===== config.mk =====
export PLATFORM = sky130hd
export DESIGN_NAME = demux_2bit_router_flat
export DESIGN_NICKNAME = d
export VERILOG_FILES = /design/src/rtl/demux_2bit_router_pkg.sv /design/src/rtl/demux_2bit_router_if.sv /design/src/rtl/demux_2bit_router_chan_fifo.sv /design/src/rtl/demux_2bit_router.sv /design/src/flat_wrapper.sv
export SDC_FILE = /design/constraint.sdc
export NUM_CORES = 1
export LEC_CHECK = 0
export ABC_AREA = 1
export CAP_MARGIN = 5
export CORE_MARGIN = 10
export CORE_UTILIZATION = 34
export CTS_BUF_LIST = sky130_fd_sc_hd__clkbuf_8
export DETAILED_ROUTE_END_ITERATION = 6
export PLACE_DENSITY = 0.7
export RECOVER_POWER = 50
export SKIP_LAST_GASP = 1
export SYNTH_ARGS = -nofsm -noshare
export SYNTH_HDL_FRONTEND = slang
export SYNTH_HIERARCHICAL = 1
export SYNTH_SLANG_ARGS = --single-unit

===== constraint.sdc =====
create_clock -name clk -period 1.4 [get_ports clk]
set_input_delay 0.28 -clock clk [delete_from_list [all_inputs] [get_ports clk]]
set_output_delay 0.28 -clock clk [all_outputs]
set_load 0.05 [all_outputs]

===== src/rtl/demux_2bit_router_pkg.sv =====
// ----------------------------------------------------------------------------
// demux_pkg
// Shared definitions for the 2-bit demultiplexing router.
//   DEFAULT_WIDTH : default data word width (2 bits).
//   qstate_e      : occupancy state of one 2-entry channel queue.
// The optional per-channel delivery counters are controlled by the
// DEMUX_COUNT_EN macro in the files that use this package.
// ----------------------------------------------------------------------------
package demux_pkg;

  localparam int DEFAULT_WIDTH = 2;

  typedef enum logic [1:0] {
    Q_EMPTY = 2'd0,
    Q_ONE   = 2'd1,
    Q_TWO   = 2'd2
  } qstate_e;

endpackage


===== src/rtl/demux_2bit_router_if.sv =====
// ----------------------------------------------------------------------------
// demux_2bit_router_if
// Bus bundle of the router: one input stream and two output streams.
//   In1/in_valid/signal/in_ready : input word, valid, route select, ready
//   out1/out1_valid/out1_ready   : channel 1 head word and handshake
//   out2/out2_valid/out2_ready   : channel 2 head word and handshake
//   cnt1/cnt2                    : per-channel delivered-word counters,
//                                  present only when DEMUX_COUNT_EN is defined
// Modports: master = producer/consumer side, slave = router side.
// ----------------------------------------------------------------------------
interface demux_2bit_router_if #(
  parameter int WIDTH = demux_pkg::DEFAULT_WIDTH
);

  logic [WIDTH-1:0] In1;
  logic             in_valid;
  logic             signal;
  logic             in_ready;
  logic [WIDTH-1:0] out1;
  logic             out1_valid;
  logic             out1_ready;
  logic [WIDTH-1:0] out2;
  logic             out2_valid;
  logic             out2_ready;
`ifdef DEMUX_COUNT_EN
  logic [7:0]       cnt1;
  logic [7:0]       cnt2;
`endif

  modport master (
    output In1, in_valid, signal, out1_ready, out2_ready,
    input  in_ready, out1, out1_valid, out2, out2_valid
`ifdef DEMUX_COUNT_EN
    , input cnt1, cnt2
`endif
  );

  modport slave (
    input  In1, in_valid, signal, out1_ready, out2_ready,
    output in_ready, out1, out1_valid, out2, out2_valid
`ifdef DEMUX_COUNT_EN
    , output cnt1, cnt2
`endif
  );

endinterface


===== src/rtl/demux_2bit_router_chan_fifo.sv =====
// ----------------------------------------------------------------------------
// demux_chan_fifo
// Two-entry queue for one output channel of the router.
//   clk, rst : clock, asynchronous active-high reset
//   push_i   : write data_i this cycle (caller guarantees queue not full)
//   data_i   : word to enqueue
//   ready_i  : consumer takes the head this cycle
//   data_o   : head word (holds its last value when empty, 0 after reset)
//   valid_o  : queue non-empty
//   full_o   : queue holds two words
//   cnt_o    : words popped, wraps at 255 (only when DEMUX_COUNT_EN defined)
// ----------------------------------------------------------------------------
module demux_chan_fifo
  import demux_pkg::*;
#(
  parameter int WIDTH = DEFAULT_WIDTH
) (
  input  logic             clk,
  input  logic             rst,
  input  logic             push_i,
  input  logic [WIDTH-1:0] data_i,
  input  logic             ready_i,
  output logic [WIDTH-1:0] data_o,
  output logic             valid_o,
  output logic             full_o
`ifdef DEMUX_COUNT_EN
  , output logic [7:0]     cnt_o
`endif
);

  qstate_e          state_q, state_d;
  logic [WIDTH-1:0] head_q, head_d;
  logic [WIDTH-1:0] tail_q, tail_d;
  logic             pop;

  assign valid_o = (state_q != Q_EMPTY);
  assign full_o  = (state_q == Q_TWO);
  assign data_o  = head_q;
  assign pop     = valid_o && ready_i;

  always_ff @(posedge clk or posedge rst) begin
    if (rst) begin
      state_q <= Q_EMPTY;
      head_q  <= '0;
      tail_q  <= '0;
    end else begin
      state_q <= state_d;
      head_q  <= head_d;
      tail_q  <= tail_d;
    end
  end

  always_comb begin
    state_d = state_q;
    head_d  = head_q;
    tail_d  = tail_q;
    case (state_q)
      Q_EMPTY: begin
        if (push_i) begin
          head_d  = data_i;
          state_d = Q_ONE;
        end
      end
      Q_ONE: begin
        case ({push_i, pop})
          2'b10: begin
            tail_d  = data_i;
            state_d = Q_TWO;
          end
          2'b01: state_d = Q_EMPTY;      // head keeps the departed word
          2'b11: head_d  = data_i;       // replace head, occupancy unchanged
          default: ;
        endcase
      end
      Q_TWO: begin
        // No push can arrive here: in_ready is low for a full queue.
        if (pop) begin
          head_d  = tail_q;
          state_d = Q_ONE;
        end
      end
      default: state_d = Q_EMPTY;
    endcase
  end

`ifdef DEMUX_COUNT_EN
  logic [7:0] cnt_q;

  always_ff @(posedge clk or posedge rst) begin
    if (rst) begin
      cnt_q <= 8'd0;
    end else if (pop) begin
      cnt_q <= cnt_q + 8'd1;
    end
  end

  assign cnt_o = cnt_q;
`endif

endmodule


===== src/rtl/demux_2bit_router.sv =====
// ----------------------------------------------------------------------------
// demux_2bit_router
// Registered 1-to-2 demultiplexer. Each accepted input word is steered by
// `signal` into one of two independent 2-entry channel queues, so a stalled
// consumer on one channel never blocks the other.
//   clk   : clock
//   reset : asynchronous active-high reset (forces in_ready low while high)
//   bus   : demux_2bit_router_if slave modport (input stream, two outputs,
//           and cnt1/cnt2 when DEMUX_COUNT_EN is defined)
// ----------------------------------------------------------------------------
module demux_2bit_router
  import demux_pkg::*;
#(
  parameter int WIDTH = DEFAULT_WIDTH
) (
  input  logic                 clk,
  input  logic                 reset,
  demux_2bit_router_if.slave   bus
);

  logic [1:0]       push;
  logic [1:0]       full;
  logic [1:0]       valid;
  logic [1:0]       rdy;
  logic [WIDTH-1:0] dout [2];
`ifdef DEMUX_COUNT_EN
  logic [7:0]       cnt [2];
`endif

  assign rdy = {bus.out2_ready, bus.out1_ready};

  // Depends only on reset, the route select and queue occupancy; the output
  // ready lines never reach in_ready.
  assign bus.in_ready = !reset && !full[bus.signal];

  for (genvar gi = 0; gi < 2; gi++) begin : g_chan
    assign push[gi] = bus.in_valid && bus.in_ready && (bus.signal == 1'(gi));

    demux_chan_fifo #(
      .WIDTH(WIDTH)
    ) u_fifo (
      .clk     (clk),
      .rst     (reset),
      .push_i  (push[gi]),
      .data_i  (bus.In1),
      .ready_i (rdy[gi]),
      .data_o  (dout[gi]),
      .valid_o (valid[gi]),
      .full_o  (full[gi])
`ifdef DEMUX_COUNT_EN
      , .cnt_o (cnt[gi])
`endif
    );
  end

  assign bus.out1       = dout[0];
  assign bus.out2       = dout[1];
  assign bus.out1_valid = valid[0];
  assign bus.out2_valid = valid[1];
`ifdef DEMUX_COUNT_EN
  assign bus.cnt1 = cnt[0];
  assign bus.cnt2 = cnt[1];
`endif

endmodule


===== src/flat_wrapper.sv =====
// flat-port wrapper written by rule: the top's interface ports become plain ports
module demux_2bit_router_flat import demux_pkg::*;
#(
  parameter int WIDTH = DEFAULT_WIDTH
)
  (clk, reset, bus_In1, bus_in_valid, bus_signal, bus_out1_ready, bus_out2_ready, bus_in_ready, bus_out1, bus_out1_valid, bus_out2, bus_out2_valid);
  demux_2bit_router_if #(.WIDTH(WIDTH)) bus_i ();
  input  logic clk;
  input  logic reset;
  input wire logic [$bits(bus_i.In1)-1:0] bus_In1;
  input wire logic [$bits(bus_i.in_valid)-1:0] bus_in_valid;
  input wire logic [$bits(bus_i.signal)-1:0] bus_signal;
  input wire logic [$bits(bus_i.out1_ready)-1:0] bus_out1_ready;
  input wire logic [$bits(bus_i.out2_ready)-1:0] bus_out2_ready;
  output wire logic [$bits(bus_i.in_ready)-1:0] bus_in_ready;
  output wire logic [$bits(bus_i.out1)-1:0] bus_out1;
  output wire logic [$bits(bus_i.out1_valid)-1:0] bus_out1_valid;
  output wire logic [$bits(bus_i.out2)-1:0] bus_out2;
  output wire logic [$bits(bus_i.out2_valid)-1:0] bus_out2_valid;
  assign bus_i.In1 = bus_In1;
  assign bus_i.in_valid = bus_in_valid;
  assign bus_i.signal = bus_signal;
  assign bus_i.out1_ready = bus_out1_ready;
  assign bus_i.out2_ready = bus_out2_ready;
  assign bus_in_ready = bus_i.in_ready;
  assign bus_out1 = bus_i.out1;
  assign bus_out1_valid = bus_i.out1_valid;
  assign bus_out2 = bus_i.out2;
  assign bus_out2_valid = bus_i.out2_valid;
  demux_2bit_router #(.WIDTH(WIDTH)) u_core (.clk(clk), .reset(reset), .bus(bus_i));
endmodule

==> results.yml <==
cells_and_area:
  most-common-layout-cells: "nand2_1, inv_1, dfrtp_1, buf_4, nand4_1"
  fillers: 188
  drive_gt1_share_pct: 30.5
  final_common_cell: "nand2_1"
  antenna_cells: 0
  synthToLayoutAreaGrowth_pct: 61.2
  fin_cells: 155
  final_net_count: 138
floorplanning:
  start_util_pct: 35.6
  num_rows: 16
  fp.coreArea_mm2: 0.00194
  dieArea_mm2: 0.00423
  ioPinCount: 15
  die_w_um: 65.1
  die_y_um: 65.1
grt:
  antenna_found_initial: 0
  grt.total_usage_pct: 9.17
  grt_pass1_wl_um: 3110
  grt_remaining_overflow: 0
  grt_pass1_vias: 749
  grt_max_degree: 7
pwr:
  leakage_nw: 0.601
  power.density_mw_per_mm2: 1260
  vdd.ir_drop.worst_uv: 1010
  p_switching_uw: 511
  p_comb_share_pct: 42.9
  internal-power_uw: 896
  sequentialPowerShare_pct: 34.7
  swShare_pct: 36.3
  power_frac_clock_pct: 22.4
worst_setup_path:
  cp_common_cell: "inv_2"
  critPathSlowestCell: "dfrtp_1"
  worstPathMaxFanout: 2
  critPathArrivalTime_ps: 1180
  crit_chain: "inv_2 > nand2_2 > inv_2 > nand2_4 > nand2_1 > nor2_2 > buf_12"
  required_ps: 1120
  cpLargestDelayFamily: "flip-flops"
  path_buf_inv: 3
  worstSetupPathType: "flop to primary output"
  worstSetupStartpointType: "flop"
  cp-end-kind: "primary output"
  slowest_delay_ps: 360
yosys:
  netlist_area_um2: 691
  synthTopCellsByArea: "dfrtp_1, nand2_1, inv_1"
  yosysTopAreaCellShare_pct: 43.5
  avgSynthCellArea_um2: 6.98
  yosys_warnings: 6
  syn-num-nets: 107
  yosysTopAreaCell: "dfrtp_1"
  synth_cells: 99
  ys_types: 12
  ys_ff_latch: 12
  seq_area_frac_synth_pct: 43.5
sta:
  relSlewSlack_pct: 82.3
  slew_violations: 0
  setup_viol_count_final: 3
  fin_crit_sh_pct: 104
  worst_pin_slew_ps: 265
  finClkSkew_ps: 6.61
  max_freq_mhz: 687
  tns_ps: -106
  rsz0062_at_grt: "true"
  hold_viol_final: 0
  final.min_clock_period_ps: 1460
  setup_slack_ps: -55.4
routing:
  drt_wl_total_um: 1870
  wire_per_inst_um: 12.1
  ant_nets: 0
  first_iter_violations: 16
  dr.pass1.iters: 4
  drc: 0
  vias: 721
  vias_per_cell: 4.65
run:
  cap_violations: 0
clocking:
  cts_tree: "yes"
  clock-sinks: 12
  cts_inserted_buffers: 3
  clkTransAtPathRegs_ps: 50
  cts-root-buf: "clkbuf_8"
  insertion_delay_ps: 240
  cts-hold-fix-buffers: 0
  htree_levels: 1
  cts_buffer_depth: 2
run_status:
  violations: "setup timing"
  status: "complete, but fails checks"
placement:
  place_inst: 149
  hpwl_um: 1430
  port_buffers: 14
  place_congestion: 0.751
hold_path:
  min_path_type: "input pin to async pin"
-- flip-flops by register name, summed over array words and instances, names as in the netlist --
register / flops
u_core/g_chan.u_fifo/data_o: 4
u_core/g_chan.u_fifo/tail_q: 4
u_core/g_chan.u_fifo/state_q: 4
-- cells in the mapped netlist --
library cell and number:
dfrtp_1 12, nand4_2 1, nor2_1 5, a21oi_1 2, nand4_1 8, o21ai_0 8, nand3_2 2, nand2_1 34
nand2_2 3, inv_1 20, inv_2 2, nand3_1 2
-- final timing paths --
check / start / end / slack [ps] / cells past startpoint
max: u_core/g_chan[0].u_fifo/state_q[0] / bus_in_ready / -60 / 7
min: reset / u_core/g_chan[1].u_fifo/state_q[1] / 420 / 3
max reg2reg: u_core/g_chan[0].u_fifo/state_q[0] / u_core/g_chan[0].u_fifo/tail_q[0] / -30 / 9
min reg2reg: u_core/g_chan[0].u_fifo/tail_q[0] / u_core/g_chan[0].u_fifo/tail_q[0] / 490 / 2
max in group asynchronous: reset / u_core/g_chan[0].u_fifo/tail_q[1] / 760 / 3
min in group clk: u_core/g_chan[0].u_fifo/tail_q[0] / u_core/g_chan[0].u_fifo/tail_q[0] / 490 / 2
-- worst min-delay path, cell delays in order --
cell	delay (ps)
clkdlybuf4s50_1	410
clkbuf_1	130
inv_1	210
-- metrics by stage --
stage	setup slack (ps)	cell area, µm²	hold WS, ps	utilization (%)	total power, mW
global route	-138	1110	462	57.3	1.48
detailed placement	-416	1000	478	51.7	1.07
finish	-55.4	1110	417	57.3	1.41
floorplan	7.09	693	71.0	-	0.758
CTS	-74.3	1070	417	55.3	1.41
global placement	-338	1000	468	51.7	1.06
-- power groups by stage --
stage	Combinational [mW]	Clock [mW]	Sequential, mW
after floorplan	0.160	0	0.598
after global placement	0.568	0	0.489
after detailed placement	0.581	0	0.491
after CTS	0.592	0.331	0.488
after global routing	0.643	0.340	0.500
final	0.604	0.315	0.489
-- what timing repair did --
item                       CTS  global route
cloned                       0             0
hold endpoints to repair     0             0
pin swaps                    4             8
setup buffers                2             1
resized for setup            8            11
setup endpoints to repair   15            15
-- layout make-up --
cell class	instances	area, µm²	area share (%)
sequential	12	300	27.0
multi-input combinational	65	357	32.0
clock buffer	3	41.3	3.71
timing repair buffer	26	299	26.9
inverter	22	82.6	7.42
tap	27	33.8	3.03
-- metal layers --
| layer | GRT usage [%] | vias to the layer above | part of all wire (%) | wire (µm) |
|---|---|---|---|---|
| met4 | 4.01 | 0 | 1.4 | 27 |
| met1 | 8.14 | 329 | 40 | 740 |
| met2 | 17.1 | 20 | 52 | 974 |
| met5 | 0 | - | 0 | 0 |
| li1 | - | 368 | - | - |
| met3 | 4.47 | 4 | 6.7 | 125 |
-- kinds of logic (layout without fill, tap and decap cells) --
kind of cell           Yosys count  after routing  share of synthesized area, %
DFF                             12             12                          43.5
buffers and inverters           22             51                          12.0
and+or+nand+nor                 55             55                          37.3
AOI/OAI and AO/OA               10             10                          7.25
No activity file was read; power rests on OpenSTA's default activity.
